[src/rtl/pla_b4_z_capture.sv]
// pla_b4_z_capture
// Capture stage behind the b4 PLA decoder. It samples the decoder's z vector
// on in_valid and can drop a vector equal to the last one accepted. Accepted
// vectors go into a small first-word-fall-through FIFO that is read with a
// valid/ready handshake. A vector lost because the FIFO is full sets a sticky
// overflow flag and increments a saturating drop counter.
module pla_b4_z_capture #(
  parameter int WIDTH = 23,
  parameter int DEPTH = 4,
  parameter int DEDUP = 0
) (
  input  logic                       clk,
  input  logic                       rst_n,
  input  logic                       in_valid,
  input  logic [WIDTH-1:0]           z_in,
  output logic                       out_valid,
  input  logic                       out_ready,
  output logic [WIDTH-1:0]           out_data,
  output logic [$clog2(DEPTH):0]     level,
  output logic                       overflow,
  output logic [7:0]                 drop_cnt,
  input  logic                       clr_ovf
);

  localparam int PW = $clog2(DEPTH);
  localparam int LW = PW + 1;

  logic [WIDTH-1:0] mem [DEPTH];

  logic [PW-1:0]    rd_ptr_reg, wr_ptr_reg;
  logic [LW-1:0]    level_reg, level_next;
  logic             overflow_reg, overflow_next;
  logic [7:0]       drop_cnt_reg, drop_cnt_next;
  logic [WIDTH-1:0] last_reg;
  logic             have_last_reg;

  logic is_empty, is_full, is_dup, pop, push, drop;

  assign is_empty = (level_reg == '0);
  assign is_full  = (level_reg == LW'(DEPTH));
  // The duplicate filter only compares against vectors that were actually
  // queued, so a vector lost on overflow can be re-sent and accepted.
  assign is_dup   = (DEDUP != 0) && have_last_reg && (z_in == last_reg);
  assign pop      = !is_empty && out_ready;
  // When the FIFO is full, a pop in the same cycle frees the slot for the push.
  assign push     = in_valid && !is_dup && (!is_full || pop);
  assign drop     = in_valid && !is_dup && is_full && !pop;

  assign out_valid = !is_empty;
  assign out_data  = is_empty ? '0 : mem[rd_ptr_reg];
  assign level     = level_reg;
  assign overflow  = overflow_reg;
  assign drop_cnt  = drop_cnt_reg;

  // Next occupancy and loss accounting; a drop takes priority over clr_ovf.
  always_comb begin
    level_next    = level_reg;
    overflow_next = overflow_reg;
    drop_cnt_next = drop_cnt_reg;
    case ({push, pop})
      2'b10:   level_next = level_reg + LW'(1);
      2'b01:   level_next = level_reg - LW'(1);
      default: level_next = level_reg;
    endcase
    if (drop) begin
      overflow_next = 1'b1;
      if (clr_ovf)
        drop_cnt_next = 8'd1;
      else if (drop_cnt_reg != 8'hFF)
        drop_cnt_next = drop_cnt_reg + 8'd1;
    end else if (clr_ovf) begin
      overflow_next = 1'b0;
      drop_cnt_next = 8'd0;
    end
  end

  // Storage has no reset; the entries are not visible while level is 0.
  always_ff @(posedge clk) begin
    if (push)
      mem[wr_ptr_reg] <= z_in;
  end

  // Pointers, occupancy, overflow accounting and the last-accepted vector.
  always_ff @(posedge clk or negedge rst_n) begin
    if (!rst_n) begin
      rd_ptr_reg    <= '0;
      wr_ptr_reg    <= '0;
      level_reg     <= '0;
      overflow_reg  <= 1'b0;
      drop_cnt_reg  <= 8'd0;
      last_reg      <= '0;
      have_last_reg <= 1'b0;
    end else begin
      if (push) begin
        wr_ptr_reg    <= wr_ptr_reg + PW'(1);
        last_reg      <= z_in;
        have_last_reg <= 1'b1;
      end
      if (pop)
        rd_ptr_reg <= rd_ptr_reg + PW'(1);
      level_reg    <= level_next;
      overflow_reg <= overflow_next;
      drop_cnt_reg <= drop_cnt_next;
    end
  end

endmodule

[config.mk]
export PLATFORM = sky130hd
export DESIGN_NAME = pla_b4_z_capture
export DESIGN_NICKNAME = d
export VERILOG_FILES = /design/src/rtl/pla_b4_z_capture.sv
export SDC_FILE = /design/constraint.sdc
export NUM_CORES = 1
export LEC_CHECK = 0
export CAP_MARGIN = 20
export CORE_ASPECT_RATIO = 1.1
export CORE_MARGIN = 2
export CORE_UTILIZATION = 54
export DETAILED_ROUTE_END_ITERATION = 8
export HOLD_SLACK_MARGIN = 0.08
export PLACE_DENSITY = 0.79
export SLEW_MARGIN = 20
export SYNTH_ARGS = -nofsm -noshare
export SYNTH_HDL_FRONTEND = slang
export SYNTH_SLANG_ARGS = --single-unit
[constraint.sdc]
create_clock -name clk -period 3.1 [get_ports clk]
set_clock_uncertainty 0.15 [all_clocks]
set_input_delay 0.31 -clock clk [delete_from_list [all_inputs] [get_ports clk]]
set_output_delay 0.31 -clock clk [all_outputs]
set_load 0.02 [all_outputs]
# --- After elaboration in Yosys (flattened, before gate mapping) ---
# Memory sizes are Yosys's and may differ from the RTL's.
# Cells that the tools add are included.
totals:
  memories: 1
  ramBits: 92
  register_bits: 16
op_classes:
  n_reduce_logical: 13
  eq_ne: 4
  n_mux: 10
  addsub: 5
mem_list:
  columns: ["name", "words", "word_bits", "rd", "rd_clocked_by_memory_dff", "wr", "line_no", "text"]
  rows:
  - ["mem", 4, 23, 1, 0, 1, "28", "logic [WIDTH-1:0] mem [DEPTH];"]
op_table:
  columns: ["operator", "n"]
  rows:
  - ["8-bit 2-to-1 mux", 4]
  - ["23-bit 2-to-1 mux", 1]
  - ["8-bit by 1-bit adder with 8-bit output, second input constant", 1]
  - ["8-bit != test, second input constant", 1]
  - ["3-bit case mux with 2 select lines", 1]
  - ["2-bit nonzero test", 3]
  - ["2-bit by 1-bit adder with 2-bit output, second input constant", 2]
  - ["1-bit logical AND", 4]
  - ["1-bit 2-to-1 mux", 4]
  - ["3-bit by 1-bit adder with 3-bit output, second input constant", 1]
  - ["3-bit equality test, second input constant", 1]
  - ["1-bit zero test", 3]
  - ["3-bit zero test", 1]
  - ["3-bit by 1-bit subtractor with 3-bit output, second input constant", 1]
  - ["2-bit by 1-bit equality test with 1-bit output, second input constant", 1]
  - ["2-bit equality test, second input constant", 1]
  - ["2-bit AND reduction", 1]
  - ["1-bit logical OR", 1]

# --- Longest topological paths before layout ---
# Gate-level depths: netlist of run 1.
logic_depth:
  word_depth: 7
  mapped_depth: 10

# --- Worst setup path before layout of run 1 ---
# OpenSTA, ideal clock, no wires.
synth_timing:
  path_kind: "reg-to-reg"
  start: "register level_reg[0] (netlist: level[0])"
  end: "register level_reg[2] (netlist: level[2])"
  n_path_buf: 1
  path_slack_ns: 0.595
  setup_ns: 0.080
  period_less_slack_ns: 2.505
  required_ns: 2.870
  stages_incl_launch_ff: 11
  t_arrival_ns: 2.275
  cell_sequence: "dfrtp_1 -> nor4b_4 -> and2b_2 -> clkbuf_1 -> inv_1 -> ha_1 -> inv_1 -> fa_1 -> xor2_1 -> nor2_1 -> xor2_1"
synth_via:
  elab_chain_len: 7
  word_cells_on_any_way: 13
  classes_between: "add/sub (2); eq/ne (3); mux (1); reduce/logical (7)"
synth_lines:
  columns: ["item", "line_no", "text"]
  rows:
  - ["from (decl)", "31", "logic [LW-1:0] level_reg, level_next;"]
  - ["from (signal assigned)", "101", "level_reg <= level_next;"]
  - ["3-bit zero test", "39", "assign is_empty = (level_reg == '0);"]
  - ["1-bit zero test", "44", "assign pop = !is_empty && out_ready;"]
  - ["1-bit logical AND", "44", null]
  - ["1-bit logical OR", "46", "assign push = in_valid && !is_dup && (!is_full || pop);"]
  - ["1-bit logical AND", "46", null]
  - ["2-bit by 1-bit equality test with 1-bit output or 2-bit equality test (tied branches)", "60", "case ({push, pop})"]
  - ["3-bit case mux with 2 select lines or 2-bit nonzero test (tied branches)", null, null]
# Parallel ways exist; a longest one is shown, timed or not.
# A chain may end at the register's enable or synchronous reset.

# --- Worst setup path after layout of run 1 ---
layout_timing:
  start: "register rd_ptr_reg[0]"
  end: "output out_data[2]"
layout_via:
  elab_chain_len: 2
layout_lines:
  columns: ["item", "line_no", "text"]
  rows:
  - ["from (decl)", "30", "logic [PW-1:0] rd_ptr_reg, wr_ptr_reg;"]
  - ["from (signal assigned)", "100", "rd_ptr_reg <= rd_ptr_reg + PW'(1);"]
  - ["memory read 4 x 23 bit", null, null]
  - ["23-bit 2-to-1 mux", "50", "assign out_data = is_empty ? '0 : mem[rd_ptr_reg];"]
  - ["to (decl)", "18", "output logic [WIDTH-1:0] out_data,"]
# No other way between the ends.

==> results of run 1 <==
[layout by cell type (no fill, tap or decap), types with 2 or more instances in the layout]
cell and count:
inv_6 2, mux4_2 23, edfxtp_1 92, xor2_1 3
nand3_1 3, nand2_1 2, nor2_1 4, nor2b_1 3
bufinv_16 2, nor3_1 4, nand4_1 2, ha_1 6
o21ai_0 3, xnor2_1 3, a21oi_1 3, inv_1 7
dfrtp_1 15, and2_1 28, buf_12 2, clkdlybuf4s50_1 63
buf_4 4, and4_2 2, a31oi_1 2, clkbuf_8 9
and3_1 3
[how the worst min path moves through the flow]
stage                     slack (ps)          end
final                            220     overflow
after global placement           360     level[2]
after CTS                        230  drop_cnt[0]
after floorplan                 -140  drop_cnt[0]
after detailed placement         370     level[2]
after global routing             260  drop_cnt[1]
[power by group through the flow]
stage,logic (µW),clock network (µW),registers [µW]
final,2010,950,2030
after global routing,2140,1030,2060
after CTS,2040,971,2040
after detailed placement,2030,0,2070
after global placement,2000,0,2050
after floorplan,1220,0,2020
[per-stage QoR]
step / hold WS, ps / instances
global placement: 358 / 401
global route: 261 / 417
detailed placement: 373 / 401
finish: 221 / 417
floorplan: -136 / 235
CTS: 233 / 417
[logic make-up after synthesis]
logic type               after synthesis  share of synthesized area
AO/OA/AOI/OAI                         11                     0.0154
XOR/XNOR                               6                     0.0120
adder cells (fa/ha/maj)                7                     0.0217
buffers and inverters                 18                     0.0185
flip-flops                           108                      0.721
multiplexers                          25                      0.123
AND/OR/NAND/NOR                       60                     0.0887
[layout make-up]
cell class | count | area share
clock buffer | 9 | 0.0229
clock inverter | 7 | 0.0204
inverter | 7 | 0.00486
multi-input combinational | 109 | 0.212
sequential | 108 | 0.586
tap | 108 | 0.0250
timing repair buffer | 69 | 0.130
[routing by layer]
layer	global-route usage	vias to the layer above	part of all wire
met1	0.235	1160	0.45
li1	-	1050	-
met5	0	-	0
met4	0.0805	0	0.017
met2	0.288	53	0.50
met3	0.0451	9	0.036
==> summary.md, run 1 <==
| Metric | Value |
|---|---|
| Run status | finished clean |
| Htree depth | 3 |
| Tmin final | between 2000 and 3000 ps |
| Req. time, crit path | 2640 ps |
| Final instance area | 0.00540 mm² |
| WP data arrival | 2390 ps |
| Worst slew margin | 0.510 |
| CTS Hold Bufs | 0 |
| Most numerous cell in the Yosys netlist | edfxtp_1 |
| Storage cell area | between 0.003 and 0.004 mm² |
| Setup repair bufs after CTS | 0 |
| Synthesis Warnings | 0 |
| Pre-CTS setup slack | 322 ps |
| Final worst path period share | 0.920 |
| Gate count after technology mapping | 235 |
| Crit-path max cell delay | 550 ps |
| PostCTS Resize Cnt | 0 |
| CTS tree | yes |
| First-iteration detailed-routing DRC count | between 90 and 100 |
| Worst setup SP type | register |
| Number of antenna violations at the first check in global routing | 0 |
| Sequential element share of the synthesized area | 0.721 |
| Top_reg_cell synth | edfxtp_1 |
| Die width | roughly 90 µm |
| Max-slew violation count | 0 |
| Synth area leader | edfxtp_1 |
| Layout cell share with drive strength beyond 1 | 0.178 |
| Number of global-route vias before repair | 2382 |
| Combinational power share | 0.402 |
| Worst path bufs/invs | 2 |
| Leakage dissipation | 0.00186 µW |
| Launch point of the worst reg-to-reg path | level[0] |
| FF-to-FF setup slack | 530 ps |
| Sw Pwr | 1590 µW |
| CP Max Fanout | 18 |
| Final Core Density | 0.683 |
| Diodes inserted | 0 |
| DRC viols | 0 |
| CP endpoint kind | output port |
| GRT Util Overall | 0.179 |
| Vias per cell | 5.45 |
| Setup repair after global routing missed its margin | false |
| Area of the multi-input gates | 0.00114 mm² |
| Detailed-placement wirelength estimate | 4.75 mm |
| Buffers on Ports | 63 |
| Kind of critical path | register to output port |
| Synth top area cells | edfxtp_1, mux4_2, dfrtp_1 |
| Largest net degree at the start of global routing | 26 |
| Avg Inst Size Synth | 18.7 µm² |
| Crit-path cells | buf_12 -> mux4_2 -> and2_1 -> clkdlybuf4s50_1 |
| Post-synth top cells | edfxtp_1, and2_1, mux4_2 |
| Share of power burned in registers | 0.408 |
| Core area | 0.00791 mm² |
| Hold Violations, Final | 0 |
| Die height | 98.5 µm |
| Total design power | 4990 µW |
| Clock tree root driver cell | clkbuf_8 |
| P_int | 3400 µW |
| Gpl congestion | 0.763 |
| Critical Path End | out_data[2] |
| Post-synth EDFFs | 92 |
| DR pass1 iterations | 4 |
| DRT antenna net count | 0 |
| Rows | 34 |
| Setup violations, final | 0 |
| Cell Area, Synth | 0.00439 mm² |
| Area delta synth->final | 23.2% |
| Inserted Clock Buffers | 9 |
| CP delay by family, top | buffers and inverters |
| Vias | 2272 |
| Worst Slack Setup Final | 247 ps |
| Routed wire per std cell | 17.7 µm |
| Full die area | approximately 0.0089 mm² |
| CP max-delay cell | dfrtp_2 |
| Hold Path Class | input port to asynchronous set/reset pin |
| Final TNS setup | 0 ps |
| Worst vdd ir | 0.000497 V |
| Critical path depth in cells | 4 |
| Syn nets | 270 |
| Top-area cell type share of the netlist area | 0.630 |
| RR Endpoint | level[2] |
| GRT overflow | 0 |
| Slew @ Worst Pin | 733 ps |
| Worst-Skew Late Latency | 360 ps |
| FILL cells | 527 |
| NumNets Final | roughly 340 |
| # IOs | 64 |
| F_max | 351 MHz |
| Max-Cap Viols | 0 |
| First-pass GRT wire length | between 10 and 15 mm |
| Initial Util | 0.555 |
| R2R depth | 8 |
| Clock power share | 0.190 |
| CTS clk-pin slew, worst paths | ~100 ps |
| Synth cell types | 37 |
| PD cells | 923 mW/mm² |
| Final wirelength | 7.40 mm |
| Worst Setup SP | rd_ptr_reg[0] |
| Sw frac | 0.318 |
| Flops & latches, synth | 108 |
| Placed Area | 0.00517 mm² |
| CTS sink count | roughly 110 |
| Asr flop ratio synth | 0.148 |
| Largest register FFs | 92 |
| Clock buffer depth | 2 |
Note: power is estimated with default switching activity, not from simulation.
==> run 2, diff against run 1 <==
--- a/config.mk
+++ b/config.mk
@@ -5,6 +5,7 @@
 export SDC_FILE = /design/constraint.sdc
 export NUM_CORES = 1
 export LEC_CHECK = 0
+export ABC_CLOCK_PERIOD_IN_PS = 3100
 export CAP_MARGIN = 20
 export CORE_ASPECT_RATIO = 1.1
 export CORE_MARGIN = 2
==> constraint.sdc (replaced) <==
create_clock -name clk -period 3.1 [get_ports clk]
set_clock_uncertainty 0.15 [all_clocks]
set_input_delay 0.31 -clock clk [delete_from_list [all_inputs] [get_ports clk]]
set_output_delay 0.31 -clock clk [all_outputs]
set_load 0.1 [all_outputs]
==> run 2 against run 1 <==
  * Setup slack gained 370 ps
  * Count of clock-buffer cells in the layout grew 1
  * Fmax grew 15%
  * Non-clock buffer count grew 1
  * Worst hold slack gained 7.4 ps
  * Die area is the same
  * Design area grew 3.2%
  * Largest cell class unchanged
  * Critical path depth is the same
  * Flip-flop and latch count is the same
  * Register-to-register slack gained 90 ps
  * Global-route usage grew 0.92 points
  * Wire length grew 5.8%
==> summary.md, run 2 (synthesis results as in run 1) <==
| Metric | Value |
|---|---|
| Storage cell area | around 0.0032 mm² |
| Commonest non-fill, non-tap cells in the layout | edfxtp_1, clkdlybuf4s50_1, buf_12 |
| R2R depth | 9 |
| Worst slew margin | 0.520 |
| Initial Util | 0.555 |
| Setup repair bufs after CTS | 0 |
| PostCTS Resize Cnt | 0 |
| Clock buffer depth | 2 |
| # IOs | 64 |
| DR pass1 iterations | 6 |
| Crit-path max cell delay | 540 ps |
| Final wirelength | 7.82 mm |
| Gpl congestion | between 0.7 and 0.8 |
| Clock tree root driver cell | clkbuf_8 |
| Largest net degree at the start of global routing | 25 |
| Worst setup SP type | register |
| Area of the multi-input gates | 0.00115 mm² |
| Slew @ Worst Pin | 718 ps |
| Detailed-placement wirelength estimate | roughly 5.2 mm |
| CP max-delay cell | mux4_2 |
| Tmin final | between 2000 and 2500 ps |
| DRC viols | 0 |
| Full die area | 0.00886 mm² |
| CTS tree | yes |
| Hold Violations, Final | 0 |
| Largest register FFs | 92 |
| CTS Hold Bufs | 0 |
| FF-to-FF setup slack | 620 ps |
| Worst-Skew Late Latency | 350 ps |
| DRT antenna net count | 0 |
| CP dominant cell by count | buf_12 |
| Number of antenna violations at the first check in global routing | 0 |
| Inserted Clock Buffers | 9 |
| Run status | finished clean |
| FILL cells | 535 |
| Buffers on Ports | 63 |
| Max-Cap Viols | 0 |
| CP endpoint kind | output port |
| Rows | 34 |
| Launch point of the worst reg-to-reg path | level[0] |
| F_max | around 400 MHz |
| Most common cell after layout, fill and taps aside | edfxtp_1 |
| Crit-path cells | buf_12 -> mux4_2 -> and2_1 -> buf_12 |
| Die height | 98.5 µm |
| NumNets Final | 340 |
| CP Max Fanout | 19 |
| Routed wire per std cell | 18.8 µm |
| Setup violations, final | 0 |
| RR Endpoint | level[2] |
| Vias per cell | 5.42 |
| Diodes inserted | 0 |
| GRT Util Overall | 0.188 |
| Placed Area | 0.00537 mm² |
| Kind of critical path | register to output port |
| Core area | 0.00791 mm² |
| Vias | 2259 |
| Req. time, crit path | 2640 ps |
| CTS clk-pin slew, worst paths | 90 ps |
| Setup repair after global routing missed its margin | false |
| First-pass GRT wire length | 12.4 mm |
| Final TNS setup | 0 ps |
| GRT overflow | 0 |
| WP data arrival | a little over 2000 ps |
| Area delta synth->final | 27.1% |
| Layout cell share with drive strength beyond 1 | 0.317 |
| First-iteration detailed-routing DRC count | 100 |
| Final worst path period share | 0.801 |
| CTS sink count | 108 |
| Htree depth | 3 |
| Max-slew violation count | 0 |
| Final instance area | 0.00558 mm² |
| Hold Path Class | input port to asynchronous set/reset pin |
| Die width | 90.0 µm |
| Number of global-route vias before repair | between 2000 and 2500 |
[run 2: worst max path at each step]
stage,start,endpoint,slack (ps)
6_report,rd_ptr_reg[0],out_data[11],620
5_1_grt,level[0],level[2],420
4_1_cts,rd_ptr_reg[0],out_data[11],560
3_5_place_dp,out_ready,level[2],320
3_3_place_gp,out_ready,level[2],390
2_1_floorplan,level[2],level[2],90
[run 2: cell type report]
class,count,area share
inverters,7,0.00471
repair buffers,70,0.160
clock buffers,10,0.0229
flip-flops and latches,108,0.567
well taps,108,0.0242
multi-input cells,109,0.207
clock inverters,5,0.0139
[run 2: worst max-delay path, delay by kind of cell, from the launching register on]
family | cells | cell delay (ps)
flip-flops | 1 | 510
multiplexers | 1 | 540
buffers and inverters | 2 | 410
AND/OR/NAND/NOR | 1 | 200
[run 2: per-layer routing]
| metal | global-route usage | vias to the layer above | share of wire |
|---|---|---|---|
| li1 | - | 1053 | - |
| met1 | 0.225 | 1156 | 0.40 |
| met2 | 0.342 | 43 | 0.56 |
| met3 | 0.0336 | 7 | 0.028 |
| met4 | 0.0746 | 0 | 0.011 |
| met5 | 0 | - | 0 |
[run 2: through the flow]
stage	cells	hold slack [ps]	util	setup WS (ps)
2_1_floorplan	235	-136	-	92.5
3_3_place_gp	402	364	0.679	386
3_5_place_dp	402	374	0.679	316
4_1_cts	417	235	0.705	565
5_1_grt	417	283	0.705	415
6_report	417	228	0.705	618
Power of run 2 is not shown: default switching activity piles up to over one toggle a cycle in this logic, so the estimate is an artifact.
